### config.mk
export PLATFORM = sky130hd
export DESIGN_NAME = uart
export DESIGN_NICKNAME = d
export VERILOG_FILES = /design/src/rtl/uart.sv
export SDC_FILE = /design/constraint.sdc
export NUM_CORES = 1
export LEC_CHECK = 0
export ABC_AREA = 1
export CAP_MARGIN = 20
export CORE_ASPECT_RATIO = 2
export CORE_UTILIZATION = 58
export CTS_CLUSTER_DIAMETER = 50
export CTS_CLUSTER_SIZE = 24
export DETAILED_ROUTE_END_ITERATION = 8
export GPL_ROUTABILITY_DRIVEN = 1
export HOLD_SLACK_MARGIN = 0.02
export MAX_ROUTING_LAYER = met4
export PLACE_DENSITY = 0.81
export SYNTH_ARGS = -nofsm -noshare
export SYNTH_HDL_FRONTEND = slang
export SYNTH_SLANG_ARGS = --single-unit
### constraint.sdc
create_clock -name clk -period 2.65 [get_ports clk]
set_clock_uncertainty 0.15 [all_clocks]
set_input_delay 0.53 -clock clk [delete_from_list [all_inputs] [get_ports clk]]
set_output_delay 0.53 -clock clk [all_outputs]
set_load 0.02 [all_outputs]
### src/rtl/uart.sv
// uart: memory-mapped 8N1 UART with programmable clocks-per-bit, status flags and optional interrupt.
// Ports: clk; reset (async, active-low); cs/wen/addr/din register bus with combinational dout;
// RxD serial input (idle high, asynchronous); TxD serial output (idle high); irq interrupt request.
// Registers: 0 DR, 1 CTRL, 2 STAT, 3 CPB; addresses 4..15 read 0.
// Build option: define UART_IRQ_EN to enable irq and CTRL bits 2-3 (RX_IE, TX_IE).
module uart #(
  parameter int          SIM_PRINT   = 0,
  parameter logic [15:0] DEFAULT_CPB = 16'd100
) (
  input  logic        clk,
  input  logic        reset,
  input  logic        cs,
  input  logic        wen,
  input  logic [3:0]  addr,
  input  logic [31:0] din,
  output logic [31:0] dout,
  input  logic        RxD,
  output logic        TxD,
  output logic        irq
);
  localparam logic [1:0] RX_IDLE  = 2'd0;
  localparam logic [1:0] RX_START = 2'd1;
  localparam logic [1:0] RX_DATA  = 2'd2;
  localparam logic [1:0] RX_STOP  = 2'd3;
  logic [3:0]  ctrl_q, ctrl_d;
  logic [15:0] cpb_q, cpb_d;
  logic        rxfull_q, rxfull_d, overrun_q, overrun_d, ferr_q, ferr_d;
  logic [7:0]  rx_data_q, rx_data_d;
  logic        tx_busy_q, tx_busy_d;
  logic [9:0]  tx_shift_q, tx_shift_d;
  logic [15:0] tx_cnt_q, tx_cnt_d, tx_cpb_q, tx_cpb_d;
  logic [3:0]  tx_bit_q, tx_bit_d;
  logic [2:0]  rx_sync_q, rx_sync_d;
  logic [1:0]  rx_state_q, rx_state_d;
  logic [15:0] rx_cnt_q, rx_cnt_d, rx_cpb_q, rx_cpb_d;
  logic [2:0]  rx_bit_q, rx_bit_d;
  logic [7:0]  rx_shift_q, rx_shift_d;
  logic        bus_wr, bus_rd, wr_dr, wr_ctrl, wr_stat, wr_cpb, rd_dr;
  logic [15:0] cpb_eff, rx_half;
  logic        tx_load, tx_tick, rx_in, rx_fall, rx_tick, rx_done, rx_store;
  logic [3:0]  ctrl_wdata;
  // upper write-data bits and SIM_PRINT have no hardware function
  logic        unused_bits;
  assign unused_bits = ^{din[31:16], SIM_PRINT != 0};
  assign bus_wr  = cs & wen;
  assign bus_rd  = cs & ~wen;
  assign wr_dr   = bus_wr & (addr == 4'd0);
  assign wr_ctrl = bus_wr & (addr == 4'd1);
  assign wr_stat = bus_wr & (addr == 4'd2);
  assign wr_cpb  = bus_wr & (addr == 4'd3);
  assign rd_dr   = bus_rd & (addr == 4'd0);
  assign cpb_eff = (cpb_q < 16'd4) ? 16'd4 : cpb_q;
`ifdef UART_IRQ_EN
  assign ctrl_wdata = din[3:0];
`else
  assign ctrl_wdata = {2'b00, din[1:0]};
`endif
  assign dout = !bus_rd          ? 32'd0 :
                (addr == 4'd0)   ? {24'd0, rx_data_q} :
                (addr == 4'd1)   ? {28'd0, ctrl_q} :
                (addr == 4'd2)   ? {28'd0, ferr_q, overrun_q, tx_busy_q, rxfull_q} :
                (addr == 4'd3)   ? {16'd0, cpb_q} : 32'd0;
  // the shifter idles all-ones and fills with ones, so TxD needs no idle mux
  assign TxD     = tx_shift_q[0];
  assign tx_load = wr_dr & ctrl_q[1] & ~tx_busy_q;
  assign tx_tick = tx_cnt_q == tx_cpb_q - 16'd1;
  always_comb begin
    tx_busy_d  = tx_load | (tx_busy_q & ~(tx_tick & (tx_bit_q == 4'd9)));
    tx_shift_d = tx_load ? {1'b1, din[7:0], 1'b0} : (tx_busy_q & tx_tick) ? {1'b1, tx_shift_q[9:1]} : tx_shift_q;
    tx_cnt_d   = (tx_load | ~tx_busy_q | tx_tick) ? 16'd0 : tx_cnt_q + 16'd1;
    tx_bit_d   = tx_load ? 4'd0 : (tx_busy_q & tx_tick) ? tx_bit_q + 4'd1 : tx_bit_q;
    tx_cpb_d   = tx_load ? cpb_eff : tx_cpb_q;
  end
  // [0],[1] form the synchronizer; [2] is the previous synchronized value for edge detection
  assign rx_sync_d = {rx_sync_q[1:0], RxD};
  assign rx_in     = rx_sync_q[1];
  assign rx_fall   = rx_sync_q[2] & ~rx_sync_q[1];
  assign rx_tick   = rx_cnt_q == rx_cpb_q - 16'd1;
  // two clocks of the half-bit wait are spent in the synchronizer and edge detector
  assign rx_half   = (rx_cpb_q >> 1) - 16'd2;
  always_comb begin
    rx_state_d = rx_state_q;
    rx_cnt_d   = rx_cnt_q + 16'd1;
    rx_cpb_d   = rx_cpb_q;
    rx_bit_d   = rx_bit_q;
    rx_shift_d = rx_shift_q;
    rx_done    = 1'b0;
    case (rx_state_q)
      RX_IDLE: begin
        rx_cnt_d = 16'd0;
        if (rx_fall) begin
          rx_state_d = RX_START;
          rx_cpb_d   = cpb_eff;
        end
      end
      RX_START: if (rx_cnt_q == rx_half) begin
        rx_cnt_d   = 16'd0;
        rx_bit_d   = 3'd0;
        rx_state_d = rx_in ? RX_IDLE : RX_DATA;
      end
      RX_DATA: if (rx_tick) begin
        rx_cnt_d   = 16'd0;
        rx_shift_d = {rx_in, rx_shift_q[7:1]};
        rx_bit_d   = rx_bit_q + 3'd1;
        rx_state_d = (rx_bit_q == 3'd7) ? RX_STOP : RX_DATA;
      end
      default: if (rx_tick) begin
        rx_cnt_d   = 16'd0;
        rx_done    = 1'b1;
        rx_state_d = RX_IDLE;
      end
    endcase
    if (!ctrl_q[0]) begin
      rx_state_d = RX_IDLE;
      rx_done    = 1'b0;
    end
  end
  // a DR read on the completion edge frees the buffer for the new byte
  assign rx_store = rx_done & (~rxfull_q | rd_dr);
  always_comb begin
    ctrl_d    = wr_ctrl ? ctrl_wdata : ctrl_q;
    cpb_d     = wr_cpb ? din[15:0] : cpb_q;
    rx_data_d = rx_store ? rx_shift_q : rx_data_q;
    rxfull_d  = rx_store | (rxfull_q & ~rd_dr);
    overrun_d = (rx_done & ~rx_store) | (overrun_q & ~(wr_stat & din[2]));
    ferr_d    = (rx_store & ~rx_in) | (ferr_q & ~(wr_stat & din[3]));
  end
  always_ff @(posedge clk or negedge reset) begin
    if (!reset) begin
      ctrl_q     <= 4'd0;
      cpb_q      <= DEFAULT_CPB;
      rxfull_q   <= 1'b0;
      overrun_q  <= 1'b0;
      ferr_q     <= 1'b0;
      rx_data_q  <= 8'd0;
      tx_busy_q  <= 1'b0;
      tx_shift_q <= 10'h3FF;
      tx_cnt_q   <= 16'd0;
      tx_cpb_q   <= 16'd4;
      tx_bit_q   <= 4'd0;
      rx_sync_q  <= 3'b111;
      rx_state_q <= RX_IDLE;
      rx_cnt_q   <= 16'd0;
      rx_cpb_q   <= 16'd4;
      rx_bit_q   <= 3'd0;
      rx_shift_q <= 8'd0;
    end else begin
      ctrl_q     <= ctrl_d;
      cpb_q      <= cpb_d;
      rxfull_q   <= rxfull_d;
      overrun_q  <= overrun_d;
      ferr_q     <= ferr_d;
      rx_data_q  <= rx_data_d;
      tx_busy_q  <= tx_busy_d;
      tx_shift_q <= tx_shift_d;
      tx_cnt_q   <= tx_cnt_d;
      tx_cpb_q   <= tx_cpb_d;
      tx_bit_q   <= tx_bit_d;
      rx_sync_q  <= rx_sync_d;
      rx_state_q <= rx_state_d;
      rx_cnt_q   <= rx_cnt_d;
      rx_cpb_q   <= rx_cpb_d;
      rx_bit_q   <= rx_bit_d;
      rx_shift_q <= rx_shift_d;
    end
  end
`ifdef UART_IRQ_EN
  logic irq_q, irq_d;
  assign irq_d = (rxfull_q & ctrl_q[2]) | (~tx_busy_q & ctrl_q[3] & ctrl_q[1]);
  always_ff @(posedge clk or negedge reset) begin
    if (!reset) irq_q <= 1'b0;
    else        irq_q <= irq_d;
  end
  assign irq = irq_q;
`else
  assign irq = 1'b0;
`endif
endmodule

Word-level counts from Yosys, hierarchy flattened
Index checks and enable logic that the tools add are counted.
W data, S select, Z words.
{"block": "op_classes", "eq_ne": 16, "muxes": 28, "addsub": 7, "n_lt_le_gt_ge": 1, "n_div": 0, "shift": 0, "n_mul": 0, "bitwise_logic": 37, "n_reduce_logical": 9}
{"op": "$mux W16", "n": 9}
{"op": "$eq A16 B16 Y1", "n": 3}
{"op": "$add A16 B1 Y16 const B", "n": 2}
{"op": "$pmux W16 S2", "n": 1}
{"op": "$sub A16 B1 Y16 const B", "n": 2}
{"op": "$and A1 B1 Y1", "n": 21}
{"op": "$mux W10", "n": 2}
{"op": "$lt A16 B3 Y1 const B", "n": 1}
{"op": "$sub A15 B2 Y16 const B", "n": 1}
{"op": "$mux W2", "n": 6}
{"op": "$ne A3 B3 Y1 const B", "n": 3}
{"op": "$not A1 Y1", "n": 9}
{"op": "$eq A4 B2 Y1 const B", "n": 2}
{"op": "$mux W4", "n": 2}
{"op": "$or A1 B1 Y1", "n": 7}
{"op": "$mux W3", "n": 2}
{"op": "$pmux W2 S3", "n": 1}
{"op": "$pmux W3 S2", "n": 1}
{"op": "$add A4 B1 Y4 const B", "n": 1}
{"op": "$eq A4 B1 Y1 const B", "n": 1}
{"op": "$eq A4 B4 Y1 const B", "n": 1}
{"op": "$logic_not A4 Y1", "n": 1}
{"op": "$mux W1", "n": 4}
{"op": "$ne A2 B2 Y1 const B", "n": 2}
{"op": "11 further kinds", "n": 13}
{"block": "word_totals", "mem_count": 0, "ram_bits": 0, "regBits": 124, "latchBits": 0, "word_cells": 115, "rom_bits": 0, "in_bits": 41}

Longest topological paths before layout
{"block": "logic_depth", "depth_word": 9, "depth_mapped": 17, "mapped_depth_nobuf": 16}

Worst setup path after synthesis
OpenSTA, ideal clock, no wires.
{"block": "synth_timing", "kind": "reg2reg", "from": "register rx_cpb_q[2]", "to": "register rx_shift_q[2]", "setup_slack_ps": 281, "required_time_ps": 2379, "arrival_time_ps": 2098, "path_stages_with_launch": 15, "setup_time_ps": 121, "path_buffers": 2, "period_less_slack_ps": 2369, "cell_sequence": "dfstp_2 -> inv_2 -> ha_1 -> nand2_1 -> xor2_1 -> or2_1 -> nand2_1 -> nor2_1 -> nand2_1 -> nor2_1 -> nand2_2 -> buf_6 -> buf_6 -> o21ai_1 -> nand2_1"}
{"block": "synth_via", "elab_chain_cells": 3}
{"item": "start, declared", "line_no": "35", "rtl": "logic [15:0] rx_cnt_q, rx_cnt_d, rx_cpb_q, rx_cpb_d;"}
{"item": "start signal, assigned", "line_no": "162", "rtl": "rx_cpb_q <= rx_cpb_d;"}
{"item": "$sub A16 B1 Y16", "line_no": "78", "rtl": "assign rx_tick = rx_cnt_q == rx_cpb_q - 16'd1;"}
{"item": "$eq A16 B16 Y1", "line_no": "78"}
{"item": "$reduce_and A2 Y1 (no line)"}
{"item": "end signal, assigned", "line_no": "164", "rtl": "rx_shift_q <= rx_shift_d;"}
{"item": "end, declared", "line_no": "37", "rtl": "logic [7:0] rx_shift_q, rx_shift_d;"}
Every way passes these cells.
A chain may end at the register's enable or synchronous reset.

Worst setup path after layout
{"block": "layout_timing", "from": "input port cs", "to": "output port dout[2]"}
{"block": "layout_via", "elab_chain_cells": 2}
{"item": "start, declared", "line_no": "12", "rtl": "input logic cs,"}
{"item": "$and A1 B1 Y1", "line_no": "46", "rtl": "assign bus_rd = cs & ~wen;"}
{"item": "$mux W16", "line_no": "58", "rtl": "assign dout = !bus_rd ? 32'd0 :"}
{"item": "end, declared", "line_no": "16", "rtl": "output logic [31:0] dout,"}
Every way passes these cells.

==> flow_summary.json <==
{
  "coreArea_um2": 13100,
  "cts_num_sinks": 123,
  "seq_area_frac_synth_pct": 39.8,
  "die_w_um": 83.9,
  "cp.arrival_ps": 1980,
  "cpMaxStageDelayCell": "clkdlybuf4s50_1",
  "status": "finished with violations",
  "ys_ff_latch": 123,
  "ys.flop_type": "dfrtp_1",
  "min_path_type": "register to register",
  "internal_power_w": 0.00426,
  "netSwitchingFraction_pct": 37.8,
  "yosys.area.top_type": "dfrtp_1",
  "max_freq_mhz": 376,
  "crit_chain": "clkdlybuf4s50_1 -> inv_1 -> nor2_1 -> inv_1 -> buf_4 -> nor2_1 -> buf_4",
  "relSlewSlack_pct": 62.5,
  "die_height_um": 166,
  "htreeDepth": 4,
  "ant_nets": 0,
  "synth.distinct_cells": 42,
  "p_sw_w": 0.00259,
  "n_antenna_cell": 0,
  "io_pins": 75,
  "synthTopCellsByArea": "dfrtp_1, nand2_1, dfstp_2, inv_1, o21ai_0",
  "clock_latency_ps": 430,
  "avgSynthCellArea_um2": 7.40,
  "fp.dieArea_um2": 13900,
  "max_stage_delay_ps": 480,
  "worst_slew_pin_slew_ps": 557,
  "clkPwrFrac_pct": 33.4,
  "cts.clk_slew.worst_paths_ps": 60,
  "start_util_pct": 59.6,
  "synth.top_cell.area_share_pct": 34.1,
  "hold_viol_final": 0,
  "grt_pass1_vias": 7361,
  "grt_max_degree": 43,
  "fin_nets": 1199,
  "vias_per_cell": 5.70,
  "drive_gt1_share_pct": 18.1,
  "synth_edf_count": 0,
  "wirelength_um": 22700,
  "crit_path_end_kind": "output pin",
  "drv_cap": 0,
  "netlist_area_um2": 7780,
  "combPwrFrac_pct": 32.6,
  "finalCritPeriodShare_pct": 100,
  "core.rowCount": 59,
  "place_congestion": 1.02,
  "grt_antenna_before_repair": 0,
  "port_buffers": 41,
  "worst_slack_ps": -10.4,
  "grtUsageTotal_pct": 34.0,
  "p_per_area_nw_per_um2": 720,
  "leakage_nw": 4.68,
  "fin_crit_ps": 2660,
  "crit_type": "input port to output pin",
  "area_growth_pct": 22.3,
  "power_frac_seq_pct": 34.0,
  "route.detailed.drc": 2,
  "hpwl_um": 16600,
  "finalSetupTns_ps": -10.4,
  "critPathLaunchType": "input port",
  "violations": "design-rule violations, negative setup slack",
  "async_reset_ff_share_pct": 100,
  "setup_viol": 1,
  "final_cell_mix": "nand2_1, inv_1, dfrtp_1",
  "globalRouteOverflowTotal": 0,
  "drt_first_pass_iters": 8,
  "drv_slew": 0,
  "grt_pass1_wl_um": 35200,
  "netlist_instances": 1052,
  "ctsRootBufferMaster": "clkbuf_16",
  "numCtsBuffers": 17,
  "cts_tree": "done",
  "drtIter0Drc": 505,
  "required_ps": 1970,
  "final_common_cell": "nand2_1",
  "vias": 7495,
  "fin_hold_ws_ps": 219,
  "ir_drop_v": 0.000537,
  "yosys_warnings": 0,
  "critPathMaxFanout": 11,
  "clock_path_buffers": 2,
  "wl_per_cell_um": 17.3
}
-- final cells by class --
cell class	count	area, µm²
well taps	152	190
repair buffers	107	946
clock buffers	19	443
fillers	980	3550
multi-input cells	780	4250
flip-flops and latches	123	3100
clock inverters	13	134
inverters	120	453
-- routing by layer --
layer / GRT usage [%] / vias to the layer above / wire, µm
li1: - / 3570 / -
met1: 31.1 / 3534 / 7360
met2: 60.9 / 265 / 12400
met3: 4.27 / 126 / 866
met4: 29.2 / 0 / 2050
met5: - / - / 0
-- kinds of logic (layout without fill, tap and decap cells) --
logic type | after synthesis | after routing | share of synthesized area [%]
flip-flops | 123 | 123 | 39.8
AND/OR/NAND/NOR | 571 | 571 | 33.7
adder cells (fa/ha/maj) | 9 | 9 | 1.45
other | 1 | 17 | 0.0482
XOR/XNOR | 65 | 65 | 7.32
buffers and inverters | 165 | 259 | 9.18
AO/OA/AOI/OAI | 118 | 118 | 8.51
-- cells in the mapped netlist (9+ instances only) --
cell type and number:
a21oi_1 17, buf_4 18, clkbuf_1 20, dfrtp_1 106, dfstp_2 17, ha_1 9
inv_1 116, nand2_1 286, nand3_1 73, nand3b_1 17, nand4_1 31, nor2_1 93
nor2_2 13, nor3_1 25, o21ai_0 74, xnor2_1 24, xor2_1 41
-- registers in the layout, indices dropped and copies added (netlist names), 4 cells and up --
register,count
rx_cpb_q,16
rx_data_q,8
tx_shift_q,9
tx_bit_q,4
rx_shift_q,8
cpb_q,16
rx_cnt_q,16
tx_cnt_q,16
tx_cpb_q,16
-- worst max-delay path, delay by kind of cell --
family        cells  cell delay [ps]
buf+inv           5             1060
simple gates      2              400
-- power by group through the flow --
stage / Sequential (W) / Clock, W / Combinational [W]
2_1_floorplan: 0.00227 / 0 / 0.00143
3_3_place_gp: 0.00233 / 0 / 0.00206
3_5_place_dp: 0.00234 / 0 / 0.00210
4_1_cts: 0.00231 / 0.00230 / 0.00212
5_1_grt: 0.00235 / 0.00238 / 0.00248
6_report: 0.00233 / 0.00229 / 0.00223
-- what timing repair did --
action | CTS | global route
hold buffers | 1 | 0
endpoints found under the hold margin | 32 | 0
setup buffers | 0 | 4
setup endpoints to repair | 17 | 75
pin swaps | 5 | 9
gates resized for setup | 94 | 49
-- per-stage QoR --
stage | instances | instance area (µm²) | setup WS (ps) | utilization, % | total power [W]
floorplan | 1068 | 7840 | 281 | - | 0.00369
global placement | 1277 | 8720 | -514 | 66.7 | 0.00440
detailed placement | 1277 | 8720 | -519 | 66.7 | 0.00444
CTS | 1310 | 9290 | 0.405 | 71.1 | 0.00673
global route | 1314 | 9520 | -68.0 | 72.8 | 0.00721
finish | 1314 | 9520 | -10.4 | 72.8 | 0.00685
-- path summary, 6_finish.rpt --
path | slack [ps] | depth (start not counted) | from | endpoint
worst max-delay path | -10 | 7 | cs | dout[2]
worst min-delay path | 220 | 0 | rx_sync_q[0] | rx_sync_q[1]
worst max register to register | 90 | 12 | tx_cpb_q[0] | tx_bit_q[0]
worst min register to register | 220 | 0 | rx_sync_q[0] | rx_sync_q[1]
max in group asynchronous | 1170 | 3 | reset | tx_shift_q[8]
min in group asynchronous | 490 | 2 | reset | rx_cpb_q[13]
Note: power is estimated with default switching activity, not from simulation.
